## src/rtl/watch_mode_controller_if.sv

```systemverilog
// Panel-side bundle for the watch mode controller: debounced buttons and live time in,
// watch control pulses, edit registers and display qualifiers out.
interface watch_mode_controller_if;
  logic       btn_mode;
  logic       btn_inc;
  logic       btn_startstop;
  logic       btn_clear;
  logic [3:0] cur_hr1;
  logic [3:0] cur_hr0;
  logic [3:0] cur_min1;
  logic [3:0] cur_min0;
  logic       start_resume;
  logic       stop;
  logic       watch_reset;
  logic       set_time;
  logic [3:0] set_hr1;
  logic [3:0] set_hr0;
  logic [3:0] set_min1;
  logic [3:0] set_min0;
  logic       blink_hr;
  logic       blink_min;
  logic       running;
  logic [1:0] mode;

  modport master (
    output btn_mode, btn_inc, btn_startstop, btn_clear,
    output cur_hr1, cur_hr0, cur_min1, cur_min0,
    input  start_resume, stop, watch_reset, set_time,
    input  set_hr1, set_hr0, set_min1, set_min0,
    input  blink_hr, blink_min, running, mode
  );

  modport slave (
    input  btn_mode, btn_inc, btn_startstop, btn_clear,
    input  cur_hr1, cur_hr0, cur_min1, cur_min0,
    output start_resume, stop, watch_reset, set_time,
    output set_hr1, set_hr0, set_min1, set_min0,
    output blink_hr, blink_min, running, mode
  );
endinterface

```

## src/rtl/watch_mode_controller.sv

```systemverilog
// Front-panel sequencer: turns button edges into watch run/stop/clear controls and
// edits an hour/minute copy of the time, committed with a single set_time strobe.
module watch_mode_controller #(
  parameter int unsigned HOUR_MAX  = 23,
  parameter int unsigned BLINK_DIV = 25000000,
  parameter int unsigned TIMEOUT   = 500000000
) (
  input logic clk,
  input logic reset,
  watch_mode_controller_if.slave bus
);
  localparam int unsigned BW = (BLINK_DIV > 1) ? $clog2(BLINK_DIV) : 1;
  localparam int unsigned TW = (TIMEOUT > 1) ? $clog2(TIMEOUT) : 1;

  // Pulse vector order: {start_resume, stop, watch_reset, set_time}
  localparam logic [3:0] P_START  = 4'b1000;
  localparam logic [3:0] P_STOP   = 4'b0100;
  localparam logic [3:0] P_WRESET = 4'b0010;
  localparam logic [3:0] P_SET    = 4'b0001;

  typedef enum logic [2:0] {
    S_PAUSED, S_RUN, S_SET_HR, S_SET_MIN, S_COMMIT, S_RESUME
  } state_t;

  state_t          r_state, w_state;
  logic [3:0]      r_btn_q, w_btn, w_edge;
  logic            w_clr, w_md, w_ss, w_inc;
  logic [15:0]     r_edit, w_edit, w_cur;
  logic            r_resume, w_resume;
  logic [3:0]      r_pulse, w_pulse;
  logic [BW-1:0]   r_blink_cnt, w_blink_cnt;
  logic            r_phase, w_phase;
  logic [TW-1:0]   r_idle, w_idle;
  logic            w_timeout, w_acc_inc, w_in_edit, w_restart;
  logic [1:0]      w_mode;

  // Out-of-range or non-BCD values restart the field at 00.
  function automatic logic [7:0] bcd_inc(input logic [3:0] tens, input logic [3:0] ones,
                                         input int unsigned max);
    int unsigned v;
    v = 32'(tens) * 32'd10 + 32'(ones);
    if (tens > 4'd9 || ones > 4'd9 || v >= max) return 8'h00;
    if (ones == 4'd9) return {tens + 4'd1, 4'd0};
    return {tens, ones + 4'd1};
  endfunction

  assign w_btn  = {bus.btn_clear, bus.btn_mode, bus.btn_startstop, bus.btn_inc};
  assign w_edge = w_btn & ~r_btn_q;
  assign w_clr  = w_edge[3];
  assign w_md   = w_edge[2] & ~w_edge[3];
  assign w_ss   = w_edge[1] & ~|w_edge[3:2];
  assign w_inc  = w_edge[0] & ~|w_edge[3:1];
  assign w_cur  = {bus.cur_hr1, bus.cur_hr0, bus.cur_min1, bus.cur_min0};

  always_comb begin
    w_state   = r_state;
    w_edit    = r_edit;
    w_resume  = r_resume;
    w_pulse   = '0;
    w_acc_inc = 1'b0;
    w_timeout = (r_idle == TW'(TIMEOUT - 1));
    if (w_clr) begin
      w_state  = S_PAUSED;
      w_edit   = '0;
      w_resume = 1'b0;
      w_pulse  = P_WRESET;
    end else begin
      case (r_state)
        S_RUN: begin
          if (w_md) begin
            w_state  = S_SET_HR;
            w_edit   = w_cur;
            w_resume = 1'b1;
            w_pulse  = P_STOP;
          end else if (w_ss) begin
            w_state = S_PAUSED;
            w_pulse = P_STOP;
          end
        end
        S_PAUSED: begin
          if (w_md) begin
            w_state  = S_SET_HR;
            w_edit   = w_cur;
            w_resume = 1'b0;
          end else if (w_ss) begin
            w_state = S_RUN;
            w_pulse = P_START;
          end
        end
        S_SET_HR: begin
          if (w_md) begin
            w_state = S_SET_MIN;
          end else if (w_inc) begin
            w_edit[15:8] = bcd_inc(r_edit[15:12], r_edit[11:8], HOUR_MAX);
            w_acc_inc    = 1'b1;
          end else if (w_timeout) begin
            w_state = r_resume ? S_RESUME : S_PAUSED;
            w_pulse = r_resume ? P_START : '0;
          end
        end
        S_SET_MIN: begin
          if (w_md) begin
            w_state = S_COMMIT;
            w_pulse = P_SET;
          end else if (w_inc) begin
            w_edit[7:0] = bcd_inc(r_edit[7:4], r_edit[3:0], 59);
            w_acc_inc   = 1'b1;
          end else if (w_timeout) begin
            w_state = r_resume ? S_RESUME : S_PAUSED;
            w_pulse = r_resume ? P_START : '0;
          end
        end
        S_COMMIT: begin
          w_state = r_resume ? S_RESUME : S_PAUSED;
          w_pulse = r_resume ? P_START : '0;
        end
        S_RESUME: w_state = S_RUN;
        default:  w_state = S_PAUSED;
      endcase
    end

    // Blink and idle timers share one restart condition: edit-state entry or an accepted inc.
    w_in_edit   = (w_state == S_SET_HR) || (w_state == S_SET_MIN);
    w_restart   = (w_state != r_state) || w_acc_inc;
    w_idle      = '0;
    w_blink_cnt = '0;
    w_phase     = 1'b0;
    if (w_in_edit && !w_restart) begin
      w_idle = r_idle + TW'(1);
      if (r_blink_cnt == BW'(BLINK_DIV - 1)) begin
        w_phase = ~r_phase;
      end else begin
        w_blink_cnt = r_blink_cnt + BW'(1);
        w_phase     = r_phase;
      end
    end
  end

  always_ff @(posedge clk) begin
    if (reset) begin
      r_state     <= S_PAUSED;
      r_btn_q     <= '0;
      r_edit      <= '0;
      r_resume    <= 1'b0;
      r_pulse     <= '0;
      r_blink_cnt <= '0;
      r_phase     <= 1'b0;
      r_idle      <= '0;
    end else begin
      r_state     <= w_state;
      r_btn_q     <= w_btn;
      r_edit      <= w_edit;
      r_resume    <= w_resume;
      r_pulse     <= w_pulse;
      r_blink_cnt <= w_blink_cnt;
      r_phase     <= w_phase;
      r_idle      <= w_idle;
    end
  end

  always_comb begin
    case (r_state)
      S_SET_HR:           w_mode = 2'd1;
      S_SET_MIN:          w_mode = 2'd2;
      S_COMMIT, S_RESUME: w_mode = 2'd3;
      default:            w_mode = 2'd0;
    endcase
  end

  assign bus.start_resume = r_pulse[3];
  assign bus.stop         = r_pulse[2];
  assign bus.watch_reset  = r_pulse[1];
  assign bus.set_time     = r_pulse[0];
  assign bus.set_hr1      = r_edit[15:12];
  assign bus.set_hr0      = r_edit[11:8];
  assign bus.set_min1     = r_edit[7:4];
  assign bus.set_min0     = r_edit[3:0];
  assign bus.blink_hr     = r_phase & (r_state == S_SET_HR);
  assign bus.blink_min    = r_phase & (r_state == S_SET_MIN);
  assign bus.running      = (r_state == S_RUN);
  assign bus.mode         = w_mode;
endmodule

```

## src/flat_wrapper.sv

```systemverilog
// flat-port wrapper written by rule: the top's interface ports become plain ports
module watch_mode_controller_flat 
#(
  parameter int unsigned HOUR_MAX  = 23,
  parameter int unsigned BLINK_DIV = 25000000,
  parameter int unsigned TIMEOUT   = 500000000
)
  (clk, reset, bus_btn_mode, bus_btn_inc, bus_btn_startstop, bus_btn_clear, bus_cur_hr1, bus_cur_hr0, bus_cur_min1, bus_cur_min0, bus_start_resume, bus_stop, bus_watch_reset, bus_set_time, bus_set_hr1, bus_set_hr0, bus_set_min1, bus_set_min0, bus_blink_hr, bus_blink_min, bus_running, bus_mode);
  watch_mode_controller_if bus_i ();
  input logic clk;
  input logic reset;
  input wire logic [$bits(bus_i.btn_mode)-1:0] bus_btn_mode;
  input wire logic [$bits(bus_i.btn_inc)-1:0] bus_btn_inc;
  input wire logic [$bits(bus_i.btn_startstop)-1:0] bus_btn_startstop;
  input wire logic [$bits(bus_i.btn_clear)-1:0] bus_btn_clear;
  input wire logic [$bits(bus_i.cur_hr1)-1:0] bus_cur_hr1;
  input wire logic [$bits(bus_i.cur_hr0)-1:0] bus_cur_hr0;
  input wire logic [$bits(bus_i.cur_min1)-1:0] bus_cur_min1;
  input wire logic [$bits(bus_i.cur_min0)-1:0] bus_cur_min0;
  output wire logic [$bits(bus_i.start_resume)-1:0] bus_start_resume;
  output wire logic [$bits(bus_i.stop)-1:0] bus_stop;
  output wire logic [$bits(bus_i.watch_reset)-1:0] bus_watch_reset;
  output wire logic [$bits(bus_i.set_time)-1:0] bus_set_time;
  output wire logic [$bits(bus_i.set_hr1)-1:0] bus_set_hr1;
  output wire logic [$bits(bus_i.set_hr0)-1:0] bus_set_hr0;
  output wire logic [$bits(bus_i.set_min1)-1:0] bus_set_min1;
  output wire logic [$bits(bus_i.set_min0)-1:0] bus_set_min0;
  output wire logic [$bits(bus_i.blink_hr)-1:0] bus_blink_hr;
  output wire logic [$bits(bus_i.blink_min)-1:0] bus_blink_min;
  output wire logic [$bits(bus_i.running)-1:0] bus_running;
  output wire logic [$bits(bus_i.mode)-1:0] bus_mode;
  assign bus_i.btn_mode = bus_btn_mode;
  assign bus_i.btn_inc = bus_btn_inc;
  assign bus_i.btn_startstop = bus_btn_startstop;
  assign bus_i.btn_clear = bus_btn_clear;
  assign bus_i.cur_hr1 = bus_cur_hr1;
  assign bus_i.cur_hr0 = bus_cur_hr0;
  assign bus_i.cur_min1 = bus_cur_min1;
  assign bus_i.cur_min0 = bus_cur_min0;
  assign bus_start_resume = bus_i.start_resume;
  assign bus_stop = bus_i.stop;
  assign bus_watch_reset = bus_i.watch_reset;
  assign bus_set_time = bus_i.set_time;
  assign bus_set_hr1 = bus_i.set_hr1;
  assign bus_set_hr0 = bus_i.set_hr0;
  assign bus_set_min1 = bus_i.set_min1;
  assign bus_set_min0 = bus_i.set_min0;
  assign bus_blink_hr = bus_i.blink_hr;
  assign bus_blink_min = bus_i.blink_min;
  assign bus_running = bus_i.running;
  assign bus_mode = bus_i.mode;
  watch_mode_controller #(.HOUR_MAX(HOUR_MAX), .BLINK_DIV(BLINK_DIV), .TIMEOUT(TIMEOUT)) u_core (.clk(clk), .reset(reset), .bus(bus_i));
endmodule
```

## config.mk

```make
export PLATFORM = sky130hd
export DESIGN_NAME = watch_mode_controller_flat
export DESIGN_NICKNAME = d
export VERILOG_FILES = /design/src/rtl/watch_mode_controller_if.sv /design/src/rtl/watch_mode_controller.sv /design/src/flat_wrapper.sv
export SDC_FILE = /design/constraint.sdc
export NUM_CORES = 1
export LEC_CHECK = 0
export CAP_MARGIN = 20
export CORE_ASPECT_RATIO = 1.75
export CORE_MARGIN = 2
export CORE_UTILIZATION = 30
export CTS_CLUSTER_DIAMETER = 200
export DETAILED_ROUTE_END_ITERATION = 8
export SLEW_MARGIN = 20
export SYNTH_ARGS = -nofsm -noshare
export SYNTH_HDL_FRONTEND = slang
export SYNTH_SLANG_ARGS = --single-unit
```

## constraint.sdc

```tcl
create_clock -name clk -period 3.3 [get_ports clk]
set_input_delay 0.825 -clock clk [delete_from_list [all_inputs] [get_ports clk]]
set_output_delay 0.825 -clock clk [all_outputs]
set_load 0.01 [all_outputs]
```

==> run_results.csv <==
group,metric,value,unit
clock_network,worstSkewPairLatency,0.34,ns
critical_path,crit_end,"bus_blink_min",
clock_network,cts_tree,"built",
routing,wirelength,11170,µm
synth,ys_top_cells_by_count,"dfxtp_1 (83), nor2_1 (82), nand2_1 (43), xor2_1 (36)",
place,gp_congestion,0.8277,
timing,layout_setup_ws,0.2445,ns
routing,vias,4092,
layout,synthToLayoutAreaGrowth,22.89,%
pwr,power_leakage,0.002028,µW
die,num_io_pins,47,
die,die_w,97.30,µm
clock_network,h-tree-depth,3,
run,drv_cap,0,
place,dp_hpwl,8569,µm
pwr,comb_power_share,9.9,%
pwr,internal_power,1642,µW
critical_path,required,2.47,ns
routing,drtAntennaViolNets,0,
layout,layout-drive-gt1-share,6.710,%
outcome,outcome,"finished clean",
timing,min_period,3.056,ns
synth,ys_ff_latch,83,
timing,worst_pin_slew,0.7348,ns
routing,wire_per_inst,14.07,µm
global_routing,grt_pass1_vias,4109,
global_routing,grt_max_degree,39,
synth,synth-edff-count,0,
synth,syn_area_per_cell,8.384,µm²
layout,fin_nets,655,
routing,viasPerCell,5.154,
synth,ys_warn_count,0,
timing,grt_setup_unrepaired,"no",
timing,hold_viol,0,
place,post-place-ws,0.1962,ns
clock_network,root_buffer,"clkbuf_16",
die,die_height,167.3,µm
clock_network,path_clk_slew,0.06,ns
synth,yosysMostFrequentCell,"dfxtp_1",
pwr,seqPwrFrac,47.7,%
synth,syn-num-nets,593,
global_routing,overflow,0,
pwr,max-vdd-ir-drop,0.0002071,V
critical_path,crit_path_start_kind,"register",
routing,drtIter0Drc,183,
critical_path,worst_path_largest_cell_delay,0.56,ns
synth,synth_area,4569,µm²
critical_path,worstPathArrival,2.23,ns
synth,ys_async_sr_fraction,0,%
critical_path,crit-reg2reg-capture,"u_core.r_edit[15]",
min_path,min_path_type,"reg2reg",
timing,fin_skew,0.007862,ns
synth,ys_types,59,
place,numPortBuffers,46,
timing,maxSlewHeadroom,50.64,%
clock_network,cts_sinks,83,
routing,dr.pass1.iters,6,
critical_path,r2r_setup_slack,0.31,ns
layout,utilization,37.66,%
pwr,p_sw,528.2,µW
die,core_area,14910,µm²
clock_network,post-cts-setup-buffers,0,
global_routing,grt_use_total,14.24,%
routing,drc_errors,0,
synth,synthTopCellsByArea,"dfxtp_1 (36%), xor2_1 (6.9%), nor2_1 (6.7%), ha_1 (6.0%), xnor2_1 (3.6%)",
critical_path,critPathMaxFanout,13,
critical_path,worstSetupEndpointType,"primary output",
die,rows,59,
synth,ys_seq_area_share,36.36,%
critical_path,timing.reg2reg.worst_path_depth,11,
synth,synth_ff_type,"dfxtp_1",
die,initial_core_util,30.64,%
timing,report.final.slew_viol_count,0,
critical_path,cp-startpoint,"u_core.r_state[1]",
timing,fmaxAchievable,0.3273,GHz
synth,synth_top_area_cell,"dfxtp_1",
synth,netlist_instances,545,
global_routing,grt_pass1_wl,19350,µm
synth,synth_top_area_share,36.36,%
layout,diodes,0,
timing,setup_viol,0,
critical_path,r2r_start,"u_core.r_edit[13]",
timing,timing.final.crit_share,92.59,%
pwr,pwr_density_cell,386.5,nW/µm²
pwr,clockPowerShare,42.5,%
critical_path,crit_slowest_cell,"dfxtp_1",
clock_network,cts_buffer_depth,2,
critical_path,crit_chain,"nor2b_1 -> nand2_1 -> nor2_1 -> clkdlybuf4s50_1",
global_routing,antenna_found_initial,0,
critical_path,critical_path_class,"reg2out",
die,dieArea,16270,µm²
pwr,sw_frac_of_total,24.33,%
clock_network,cts_inserted_buffers,9,
timing,fin_tns_setup,0,ns
## area by class of cell
type | count | area (µm²)
multi-input cells | 416 | 2713
well taps | 183 | 229.0
fillers | 1536 | 9296
flip-flops and latches | 83 | 1662
inverters | 30 | 112.6
clock inverters | 5 | 30.03
clock buffers | 10 | 239.0
repair buffers | 67 | 630.6
## power groups by stage
stage | logic [µW] | registers [µW] | clock network [µW]
6_report | 214 | 1030 | 922
4_1_cts | 215 | 1030 | 949
5_1_grt | 237 | 1040 | 989
3_3_place_gp | 209 | 1060 | 0
3_5_place_dp | 213 | 1060 | 0
2_1_floorplan | 113 | 1060 | 0
## logic make-up (layout without fill, tap and decap cells)
family / count (synthesis) / count (layout) / synth area share (%)
muxes: 3 / 3 / 0.6846
xor gates and xnor gates: 55 / 55 / 10.54
and+or+nand+nor: 245 / 245 / 26.42
DFF: 83 / 83 / 36.36
AOI/OAI and AO/OA: 87 / 87 / 13.91
buffers and inverters: 46 / 112 / 4.299
adders and majority gates: 26 / 26 / 7.777
## per-layer routing
layer	GRT usage, %	routed length (µm)	share of wire, %	vias to the layer above
met5	0	0	0	-
met4	6.582	312	2.8	0
met3	2.755	390	3.5	18
met2	27.08	6153	55	83
met1	14.83	4315	39	1950
li1	-	-	-	2041
## flip-flops by register name, summed over array words and instances (netlist names)
register	flops
u_core.r_idle	29
u_core.r_blink_cnt	25
u_core.r_state	3
u_core.r_pulse	4
u_core.r_phase	1
u_core.r_btn_q	4
u_core.r_resume	1
u_core.r_edit	16
## how the worst min path moves through the flow
stage	start	end	slack, ns	cells after the start
after floorplan	u_core.r_btn_q[3]	u_core.r_pulse[1]	0.41	1
after global placement	u_core.r_idle[0]	u_core.r_idle[0]	0.42	1
after detailed placement	u_core.r_btn_q[3]	u_core.r_pulse[1]	0.43	1
after CTS	u_core.r_btn_q[3]	u_core.r_pulse[1]	0.44	1
after global routing	u_core.r_idle[0]	u_core.r_idle[0]	0.47	1
final	u_core.r_btn_q[3]	u_core.r_pulse[1]	0.44	1
## metrics by stage
stage | total power, µW | std cells | hold WS, ns | area (µm²)
CTS | 2198 | 794 | 0.4413 | 5614
floorplan | 1172 | 545 | 0.4059 | 4569
finish | 2171 | 794 | 0.4378 | 5615
global route | 2262 | 794 | 0.4747 | 5615
detailed placement | 1270 | 779 | 0.4309 | 5345
global placement | 1265 | 779 | 0.4247 | 5345
## timing repair
action	CTS	global route
resized for setup	0	1
hold endpoints to repair	0	0
setup endpoints to repair	0	1
hold buffers	0	0
## cell usage in the layout (no fill, tap or decap), types with 3 or more instances in the layout
cell type | Yosys | layout
xnor2_1 | 19 | 19
clkdlybuf4s50_1 | 0 | 46
nor4b_1 | 5 | 5
and3_1 | 13 | 13
nor4_1 | 5 | 5
a221o_1 | 6 | 6
nand3_1 | 30 | 30
fa_1 | 4 | 4
o21ai_0 | 14 | 14
ha_1 | 22 | 22
nand4_1 | 14 | 14
nand2b_1 | 8 | 8
nor2b_1 | 14 | 14
nor3_1 | 14 | 14
o211a_1 | 5 | 5
clkinv_2 | 0 | 3
xor2_1 | 36 | 36
a211oi_1 | 8 | 8
nor2_1 | 82 | 82
dfxtp_1 | 83 | 83
a21oi_1 | 22 | 22
clkbuf_16 | 0 | 9
nand2_1 | 43 | 43
and4_1 | 4 | 4
buf_4 | 3 | 20
a221oi_1 | 6 | 6
inv_1 | 30 | 30
## worst max-delay path, delay by kind of cell (launching register included)
family,cells,cell delay (ns)
buffers and inverters,1,0.55
and+or+nand+nor,3,0.79
DFF,1,0.56
Power figures use the tool's default switching activity.
